## src/rtl/hazard_ctrl.sv

```systemverilog
// Hazard/stall sequencer for the 5-stage pipeline: load-use stall, ID branch flush, mult/div EX occupancy.
// Optional stall performance counter built when HAZARD_PERF_CNT_EN is defined.
module hazard_ctrl #(
  parameter int unsigned MD_CYCLES = 4
) (
  input  logic        clk,
  input  logic        rst,
  input  logic        MemReadIDEX,
  input  logic [4:0]  RtIDEX,
  input  logic [4:0]  Rs,
  input  logic [4:0]  Rt,
  input  logic        usesRt,
  input  logic        branchTaken,
  input  logic        jump,
  input  logic        mdStart,
  output logic        pcWrite,
  output logic        IFIDWrite,
  output logic        IFIDFlush,
  output logic        bubbleIDEX,
  output logic        busy,
  output logic [15:0] stallCount
);

  localparam int unsigned CNT_W = 4;
  localparam int unsigned SC_W  = 16;

  typedef enum logic {IDLE, MD_BUSY} state_t;

  state_t           state, state_nxt;
  logic [CNT_W-1:0] cnt, cnt_nxt;
  logic             load_use;

  assign load_use = MemReadIDEX && (RtIDEX != 5'd0) &&
                    ((RtIDEX == Rs) || (usesRt && (RtIDEX == Rt)));

  // State and occupancy counter
  always_ff @(posedge clk) begin
    if (!rst) begin
      state <= IDLE;
      cnt   <= '0;
    end else begin
      state <= state_nxt;
      cnt   <= cnt_nxt;
    end
  end

  // Next state and combinational pipeline controls
  always_comb begin
    state_nxt  = state;
    cnt_nxt    = cnt;
    pcWrite    = 1'b1;
    IFIDWrite  = 1'b1;
    IFIDFlush  = 1'b0;
    bubbleIDEX = 1'b0;
    busy       = 1'b0;
    if (!rst) begin
      pcWrite    = 1'b0;
      IFIDWrite  = 1'b0;
      bubbleIDEX = 1'b1;
    end else begin
      case (state)
        IDLE: begin
          if (load_use) begin
            // Operands not valid yet, so branch/jump/mdStart wait a cycle
            pcWrite    = 1'b0;
            IFIDWrite  = 1'b0;
            bubbleIDEX = 1'b1;
          end else if (mdStart) begin
            // mdStart beats a simultaneous branch/jump (illegal decode)
            if (MD_CYCLES > 1) begin
              state_nxt = MD_BUSY;
              cnt_nxt   = CNT_W'(MD_CYCLES - 2);
            end
          end else if (branchTaken || jump) begin
            IFIDFlush = 1'b1;
          end
        end
        MD_BUSY: begin
          pcWrite    = 1'b0;
          IFIDWrite  = 1'b0;
          bubbleIDEX = 1'b1;
          busy       = 1'b1;
          if (cnt == '0) begin
            state_nxt = IDLE;
          end else begin
            cnt_nxt = cnt - CNT_W'(1);
          end
        end
        default: state_nxt = IDLE;
      endcase
    end
  end

`ifdef HAZARD_PERF_CNT_EN
  logic [SC_W-1:0] stall_cnt;

  // Saturating count of bubble cycles
  always_ff @(posedge clk) begin
    if (!rst) begin
      stall_cnt <= '0;
    end else if (bubbleIDEX && (stall_cnt != {SC_W{1'b1}})) begin
      stall_cnt <= stall_cnt + SC_W'(1);
    end
  end

  assign stallCount = stall_cnt;
`else
  assign stallCount = '0;
`endif

endmodule

```

## config.mk

```make
export PLATFORM = sky130hd
export DESIGN_NAME = hazard_ctrl
export DESIGN_NICKNAME = d
export VERILOG_FILES = /design/src/rtl/hazard_ctrl.sv
export SDC_FILE = /design/constraint.sdc
export NUM_CORES = 1
export LEC_CHECK = 0
export CAP_MARGIN = 40
export CORE_MARGIN = 4
export CORE_UTILIZATION = 33
export CTS_CLUSTER_DIAMETER = 50
export DETAILED_ROUTE_END_ITERATION = 12
export PLACE_DENSITY = 0.78
export RECOVER_POWER = 100
export SLEW_MARGIN = 20
export SYNTH_ARGS = -nofsm -noshare
export SYNTH_HDL_FRONTEND = slang
export SYNTH_SLANG_ARGS = --single-unit
```

## constraint.sdc

```tcl
create_clock -name clk -period 2.7 [get_ports clk]
set_input_delay 0.675 -clock clk [delete_from_list [all_inputs] [get_ports clk]]
set_output_delay 0.675 -clock clk [all_outputs]
set_load 0.02 [all_outputs]
```

; ---- Word-level counts from Yosys, hierarchy flattened
; Index checks and enable logic that the tools add are counted.
; W data, S select, Z words.
[totals]
wordCells = 38
in_bits = 22
register_bits = 5
output_inout_bits = 21
[classes]
n_eq_ne = 5
muxes = 21
add_sub_neg = 1
reduce_logical = 8
n_bitwise = 1
[op_table]
columns = operator, n
row1 = $mux W1, 14
row2 = $mux W4, 3
row3 = $eq A5 B5 Y1, 2
row4 = $pmux W4 S2, 1
row5 = $ne A2 B2 Y1 const B, 3
row6 = $pmux W1 S2, 3
row7 = $reduce_bool A5 Y1, 1
row8 = $logic_not A4 Y1, 1
row9 = $sub A4 B1 Y4 const B, 1
row10 = $logic_and A1 B1 Y1, 3
row11 = $reduce_and A3 Y1, 1
row12 = $logic_or A1 B1 Y1, 2
row13 = $not A1 Y1, 1

; ---- Longest topological paths before layout
; Gate-level depths: netlist of the first run.
[depth]
ltp_word = 7
ltp_mapped = 7
mapped_depth_nobuf = 7

; ---- Least setup slack after synthesis of the first run
; OpenSTA, ideal clock, no wires.
[synth_timing]
path_kind = input-to-output
start = input RtIDEX[1]
end = output pcWrite
path_slack_ns = -0.185
t_arrival_ns = 2.210
stages = 5
required_time_ns = 2.025
path_buffers = 1
path_cell_list = or4_4 > o21ai_4 > nor2_2 > nor3_1 > buf_4
[synth_via]
elab_chain_cells = 7
elab_cells_between_ends = 10
cone_classes = eq/ne: 2 / mux: 3 / reduce/logical: 5
[synth_lines]
columns = item, line
row1 = from (decl), 9  ; input logic [4:0] RtIDEX,
row2 = $eq A5 B5 Y1, 34  ; ((RtIDEX == Rs) || (usesRt && (RtIDEX == Rt)));
row3 = $logic_and A1 B1 Y1, 34
row4 = $logic_or A1 B1 Y1, 34
row5 = $logic_and A1 B1 Y1 *, 33  ; assign load_use = MemReadIDEX && (RtIDEX != 5'd0) &&
row6 = $mux W1 *, -
row7 = $pmux W1 S2 *, -
row8 = $mux W1 *, -
row9 = to (decl), 16  ; output logic pcWrite,
; Mark *: on every way between the ends. The rest lies on a longest branch, timed or not.

; ---- Worst setup path after layout of the first run
[layout_timing]
start = input RtIDEX[1]
end = output bubbleIDEX
[layout_via]
elab_chain_cells = 7
elab_cells_between_ends = 10
cone_classes = eq/ne: 2 / mux: 3 / reduce/logical: 5
[layout_lines]
columns = item, line
row1 = $eq A5 B5 Y1, 34
row2 = $logic_and A1 B1 Y1, 34
row3 = $logic_or A1 B1 Y1, 34
row4 = $logic_and A1 B1 Y1 *, 33
row5 = $mux W1 *, 63  ; if (load_use) begin
row6 = $pmux W1 S2 *, 61  ; case (state)
row7 = $mux W1 *, 56  ; if (!rst) begin
row8 = to (decl), 19  ; output logic bubbleIDEX,
; Marks and branches as above.

==> flow_metrics.py, run 1 <==
metrics = {
    "run_status": {
        "outcome": "finished, violations left",
        "violations": "setup timing",
    },
    "routing": {
        "wire_per_inst_um": 11.64,
        "dr_wl_met2_um": 879,
        "vias": 640,
        "route.detailed.drc": 0,
        "wl_met3_um": 124,
        "drt-met1-wl_um": 523,
        "drt-total-wl_um": 1572,
        "ant_nets": 0,
        "detail_route.iter0.violations": 2,
        "drt-vias-per-instance": 4.741,
        "highest-signal-layer": "met4",
        "first_pass_iters": 2,
    },
    "cells_and_area": {
        "design_area_um2": 973.4,
        "layout.nets": 143,
        "regArea_um2": 100.1,
        "layout-drive-gt1-share": 0.3277,
        "num-fill-cells": 144,
        "multi_input_area_um2": 436.7,
        "diodes": 0,
        "syn_to_final_growth_pct": 68.40,
    },
    "clock_network": {
        "postCtsHoldBufs": 0,
        "h-tree-depth": 1,
        "clock_tree.buffer_depth": 2,
        "cts_sinks": 5,
        "tritoncts": "built",
        "path_clk_slew_ns": 0.04,
        "clock-root-buffer": "clkbuf_4",
        "clk-insertion-delay-late_ns": 0.25,
        "cts_buffers": 3,
    },
    "sta": {
        "fmax_ghz": 0.3684,
        "period_minus_slack_ns": 2.715,
        "worst_pin_slew_ns": 0.5493,
        "finClkSkew_ns": 0.006816,
        "finalHoldViolations": 0,
        "finalCritPeriodShare": 1.005,
        "max_slew_margin": 0.6300,
        "rsz0062_at_grt": "yes",
        "finalMaxSlewViolations": 0,
        "setup_ws_ns": -0.01479,
        "setup_viol": 1,
    },
    "setup_path": {
        "regToRegSetupSlack_ns": 1.14,
        "rr_startpoint": "cnt[0]",
        "end_kind": "output pin",
        "critical_path_class": "input port to output pin",
        "crit_required_ns": 2.03,
        "arrival_ns": 2.04,
        "r2r-end": "cnt[0]",
        "crit_fanout": 3,
        "r2r_cells": 7,
        "critPathLaunchType": "input port",
    },
    "grt": {
        "antenna_found_initial": 0,
        "grt_pass1_wl_um": 2387,
        "grt_pass1_vias": 592,
        "grt_max_degree": 14,
        "grtUsageTotal": 0.1258,
        "grt-ovfl-total": 0,
    },
    "pwr": {
        "design_power_total_w": 0.0003167,
        "peakVddDrop_mv": 0.1272,
        "p_leak_nw": 0.4562,
        "power-per-cell-area_nw_per_um2": 325.4,
    },
    "place": {
        "port_buffers": 26,
        "place_hpwl_um": 1206,
        "preCtsSetupSlack_ns": -0.7453,
        "placed_area_um2": 854.6,
        "routabilityCongestion": 0.7729,
    },
    "synthesis": {
        "yosysSeqAreaShare": 0.1732,
        "ys_ff_latch": 5,
        "syn-mean-instance-area_um2": 7.707,
        "synth_area_um2": 578.1,
        "yosysUniqueCellTypes": 29,
        "netlist_instances": 75,
        "yosysWarnings": 0,
    },
    "floorplanning": {
        "die_width_um": 49.86,
        "num_io_pins": 43,
        "core_area_um2": 1577,
        "fp.dieH_um": 49.86,
        "row_count": 14,
        "die-area_um2": 2486,
        "start_util": 0.3667,
    },
    "min_path": {
        "holdPathEnd": "cnt[1]",
        "min_path_type": "flip-flop to flip-flop",
        "min_from": "cnt[1]",
        "min_path_cells": 2,
    },
    "run": {
        "maxCapViolCount": 0,
    },
}
-- where the power goes --
| part | switching [W] | internal (W) | total, W |
|---|---|---|---|
| logic | 0.0000720 | 0.0000683 | 0.000140 |
| clock network | 0.0000340 | 0.0000561 | 0.0000901 |
| registers | 0.00000783 | 0.0000785 | 0.0000863 |
| total | 0.000114 | 0.000203 | 0.000317 |
-- flip-flops by register name, indices dropped and copies added (netlist names) --
name and count:
state 1, cnt 4
-- cell type report --
cell class / count / area share
Timing Repair Buffer: 43 / 0.3817
Clock buffer: 4 / 0.02699
Multi-Input combinational cell: 62 / 0.4486
Sequential cell: 5 / 0.1028
Tap cell: 16 / 0.02057
Inverter: 5 / 0.01928
-- cells in the final DEF, fill, tap and decap left out, drive strengths merged --
cell,n
a21oi,2
a31oi,1
a32oi,1
and2,1
and4b,1
buf,25
clkbuf,4
clkdlybuf4s15,2
clkdlybuf4s50,7
conb,16
dfxtp,5
dlygate4sd2,9
ha,1
inv,5
mux2i,2
nand2,4
nand2b,1
nand3,1
nor2,3
nor3,4
nor4,2
nor4b,1
o211ai,1
o21a,2
o21ai,6
or3,1
or4,1
xnor2,1
xor2,9
-- through the flow --
stage,std cells,hold WS [ns],util,setup TNS [ns]
after floorplan,90,0.5395,-,0
after global placement,122,0.5494,0.5421,-2.671
after detailed placement,122,0.5576,0.5421,-2.747
after CTS,135,0.5578,0.6048,-0.08514
after global routing,135,0.5940,0.6175,-0.09852
final,135,0.5576,0.6175,-0.01479
-- worst max-delay path, cell delays in order --
cell	delay [ns]
buf_6	0.10
or4_4	0.54
o21ai_4	0.18
nor2_4	0.07
or3_4	0.34
buf_6	0.14
-- layer usage --
metal,global-route usage,vias to the layer above
li1,-,312
met1,0.1049,291
met2,0.2445,33
met3,0.03916,4
met4,0.08756,0
met5,0,-
-- synthesized netlist by cell type, drive strengths merged --
cell,n,area [µm²]
inv,5,18.77
nand3,1,5.000
o211ai,1,7.510
o21ai,6,41.29
conb,1,3.750
or4,1,11.26
or3,1,6.260
mux2i,2,20.02
nor3,4,20.02
nor2,3,13.77
nand2,4,15.01
nor4b,1,8.760
a32oi,1,8.760
and2,1,6.260
a31oi,1,6.260
dfxtp,5,100.1
and4b,1,10.01
nand2b,1,6.260
o21a,2,15.01
buf,17,127.6
ha,1,12.51
nor4,2,12.51
xnor2,1,8.760
clkbuf,1,3.750
a21oi,2,10.01
xor2,9,78.83
-- worst max path at each step --
stage | start | end | cells after the start | slack, ns
after floorplan | RtIDEX[1] | pcWrite | 5 | 0.04
after global routing | RtIDEX[1] | bubbleIDEX | 6 | -0.05
final | RtIDEX[1] | bubbleIDEX | 6 | -0.01
after CTS | RtIDEX[2] | bubbleIDEX | 6 | -0.04
after global placement | RtIDEX[3] | IFIDFlush | 6 | -0.71
after detailed placement | RtIDEX[1] | bubbleIDEX | 8 | -0.75
-- logic make-up after synthesis --
group | Yosys count | share of synthesized area
muxes | 2 | 0.03463
other | 1 | 0.006487
xor gates and xnor gates | 10 | 0.1515
AOI/OAI and AO/OA | 13 | 0.1537
adders and majority gates | 1 | 0.02164
and+or+nand+nor | 20 | 0.1992
buffers and inverters | 23 | 0.2597
DFF | 5 | 0.1732
-- what timing repair did --
item | 4_1_cts | 5_1_grt
resized for setup | 56 | 7
pin swaps | 14 | 10
buffers inserted | 9 | 1
setup endpoints to repair | 4 | 8
(Power assumes the default switching activity.)
==> run 2: changes to the inputs <==
--- a/config.mk
+++ b/config.mk
@@ -12,7 +12,7 @@
 export DETAILED_ROUTE_END_ITERATION = 12
 export PLACE_DENSITY = 0.78
 export RECOVER_POWER = 100
-export SLEW_MARGIN = 20
+export SLEW_MARGIN = 10
 export SYNTH_ARGS = -nofsm -noshare
 export SYNTH_HDL_FRONTEND = slang
 export SYNTH_SLANG_ARGS = --single-unit
==> results of run 2 <==
The final DEF is identical to that of run 1; final timing and power are the same.
==> run 3: changes to the inputs <==
--- a/config.mk
+++ b/config.mk
@@ -8,9 +8,9 @@
 export CAP_MARGIN = 40
 export CORE_MARGIN = 4
 export CORE_UTILIZATION = 33
-export CTS_CLUSTER_DIAMETER = 50
+export CTS_CLUSTER_DIAMETER = 200
 export DETAILED_ROUTE_END_ITERATION = 12
-export PLACE_DENSITY = 0.78
+export PLACE_DENSITY = 0.76
 export RECOVER_POWER = 100
 export SLEW_MARGIN = 10
 export SYNTH_ARGS = -nofsm -noshare
==> run 3 against run 2 <==
Against the previous run:
- the run now ends clean
- count of clock-buffer cells in the layout unchanged
- largest power group unchanged
- via count decreased by 7.3%
- routed wire length fell by 4.9%
- non-clock buffer count down 8
- cell area decreased by 6.6%
- setup slack gained 0.027 ns
- clock skew shrank 0.0044 ns
- sequential share of layout area is 0.72 points higher
- final cell count is 5.9% lower
- global-route usage about the same
- fmax up 1.0%
- highest routed layer unchanged
- critical endpoint unchanged
- total power is 3.1% lower
==> flow_metrics.py, run 3 (same netlist as run 1, synthesis figures left out) <==
metrics = {
    "sta": {
        "worst_pin_slew_ns": 0.5674,
        "setup_viol": 0,
        "rsz0062_at_grt": "yes",
        "period_minus_slack_ns": 2.688,
        "finalHoldViolations": 0,
        "finalCritPeriodShare": 0.9955,
        "finalMaxSlewViolations": 0,
        "max_slew_margin": 0.6177,
        "setup_ws_ns": 0.01217,
        "fmax_ghz": 0.3720,
        "finClkSkew_ns": 0.002457,
        "tns_ns": 0,
    },
    "floorplanning": {
        "die-area_um2": 2486,
        "start_util": 0.3667,
        "num_io_pins": 43,
        "die_width_um": 49.86,
        "row_count": 14,
        "core_area_um2": 1577,
        "fp.dieH_um": 49.86,
    },
    "setup_path": {
        "critical_path_class": "input port to output pin",
        "rr_startpoint": "cnt[0]",
        "crit_fanout": 3,
        "crit_required_ns": 2.03,
        "critPathLaunchType": "input port",
        "critPathLaunch": "RtIDEX[1]",
        "arrival_ns": 2.01,
        "end_kind": "output pin",
    },
    "cells_and_area": {
        "layout-drive-gt1-share": 0.2973,
        "final_cell_mix": "conb_1 (16), dlygate4sd2_1 (8), buf_4 (8)",
        "reg_top3": "cnt (4), state (1)",
        "largest_reg_flops": 4,
        "layout.nets": 135,
        "max_flop_register": "cnt",
        "syn_to_final_growth_pct": 57.36,
        "diodes": 0,
        "num-fill-cells": 155,
        "design_area_um2": 909.6,
        "layout_commonest_cell": "conb_1",
        "layout.cells.non_filler": 127,
    },
    "routing": {
        "detail_route.iter0.violations": 8,
        "route.detailed.drc": 0,
        "wire_per_inst_um": 11.77,
        "first_pass_iters": 4,
        "drt-vias-per-instance": 4.669,
        "drt-total-wl_um": 1495,
        "ant_nets": 0,
        "vias": 593,
    },
    "grt": {
        "antenna_found_initial": 0,
        "grt_pass1_wl_um": 2408,
        "grt_max_degree": 14,
        "grt_pass1_vias": 626,
        "grtUsageTotal": 0.1253,
        "grt-ovfl-total": 0,
    },
    "min_path": {
        "min_from": "cnt[1]",
        "min_path_type": "flip-flop to flip-flop",
    },
    "pwr": {
        "power_frac_seq": 0.281,
        "peakVddDrop_mv": 0.1284,
        "design_power_total_w": 0.0003069,
        "swShare": 0.3638,
        "p_leak_nw": 0.4235,
        "power-per-cell-area_nw_per_um2": 337.4,
        "switching_power_w": 0.0001117,
        "combPwrFrac": 0.431,
        "internal_power_w": 0.0001953,
        "p_clk_frac": 0.288,
    },
    "clock_network": {
        "h-tree-depth": 1,
        "clk-insertion-delay-late_ns": 0.24,
        "cts_buffers": 3,
        "tritoncts": "built",
        "clock_tree.buffer_depth": 2,
        "path_clk_slew_ns": 0.05,
        "clock-root-buffer": "clkbuf_4",
        "postCtsHoldBufs": 0,
        "cts_sinks": 5,
    },
    "place": {
        "routabilityCongestion": 0.7800,
        "place_hpwl_um": 1262,
        "placed_area_um2": 854.6,
        "preCtsSetupSlack_ns": -0.7477,
        "dp.cells": 122,
        "port_buffers": 26,
    },
    "run": {
        "maxCapViolCount": 0,
    },
    "run_status": {
        "outcome": "finished clean",
    },
}
run 3: changes by cell type in the layout (fill, tap and decap cells not counted), sizes merged:
cell         delta
dlygate4sd2     -1
clkbuf          +2
buf             -9
run 3: stage by stage:
step | hold slack [ns] | utilization
floorplan | 0.5395 | -
CTS | 0.5984 | 0.5571
finish | 0.5905 | 0.5770
global route | 0.6154 | 0.5770
global placement | 0.5683 | 0.5421
detailed placement | 0.5893 | 0.5421
run 3: final cells by class:
type	count	area, µm²	area share
Timing Repair Buffer	35	295.3	0.3246
Tap cell	16	20.02	0.02201
Multi-Input combinational cell	62	449.2	0.4938
Sequential cell	5	100.1	0.1100
Clock buffer	4	26.28	0.02889
Inverter	5	18.77	0.02063
run 3: critical path, stage by stage:
cell,delay (ns)
buf_6,0.09
or4_4,0.54
o21ai_4,0.17
nor2_4,0.07
or3_4,0.33
buf_6,0.14
run 3: layer usage:
metal  global-route usage  part of all wire  wire, µm
met3              0.02410             0.079       118
met5                    0                 0         0
met1               0.1089              0.31       467
met2               0.2489              0.58       865
met4              0.08756             0.029        43
run 3: repair_timing:
action,CTS,global route
resized for setup,52,9
endpoints found under the setup margin,4,4
gates cloned,0,0
buffers inserted,1,0
pin swaps,11,10
run 3: final timing paths:
path	cells past startpoint	endpoint	slack (ns)
min reg2reg	2	cnt[1]	0.59
max reg2reg	7	cnt[0]	1.05
min	2	cnt[1]	0.59
max	6	bubbleIDEX	0.01
run 3: power by group through the flow:
| stage | sequential [W] | clock [W] | combinational [W] |
|---|---|---|---|
| floorplan | 0.0000829 | 0 | 0.0000890 |
| global placement | 0.0000870 | 0 | 0.000127 |
| detailed placement | 0.0000876 | 0 | 0.000131 |
| CTS | 0.0000860 | 0.0000900 | 0.000127 |
| global route | 0.0000870 | 0.0000941 | 0.000142 |
| finish | 0.0000861 | 0.0000885 | 0.000132 |
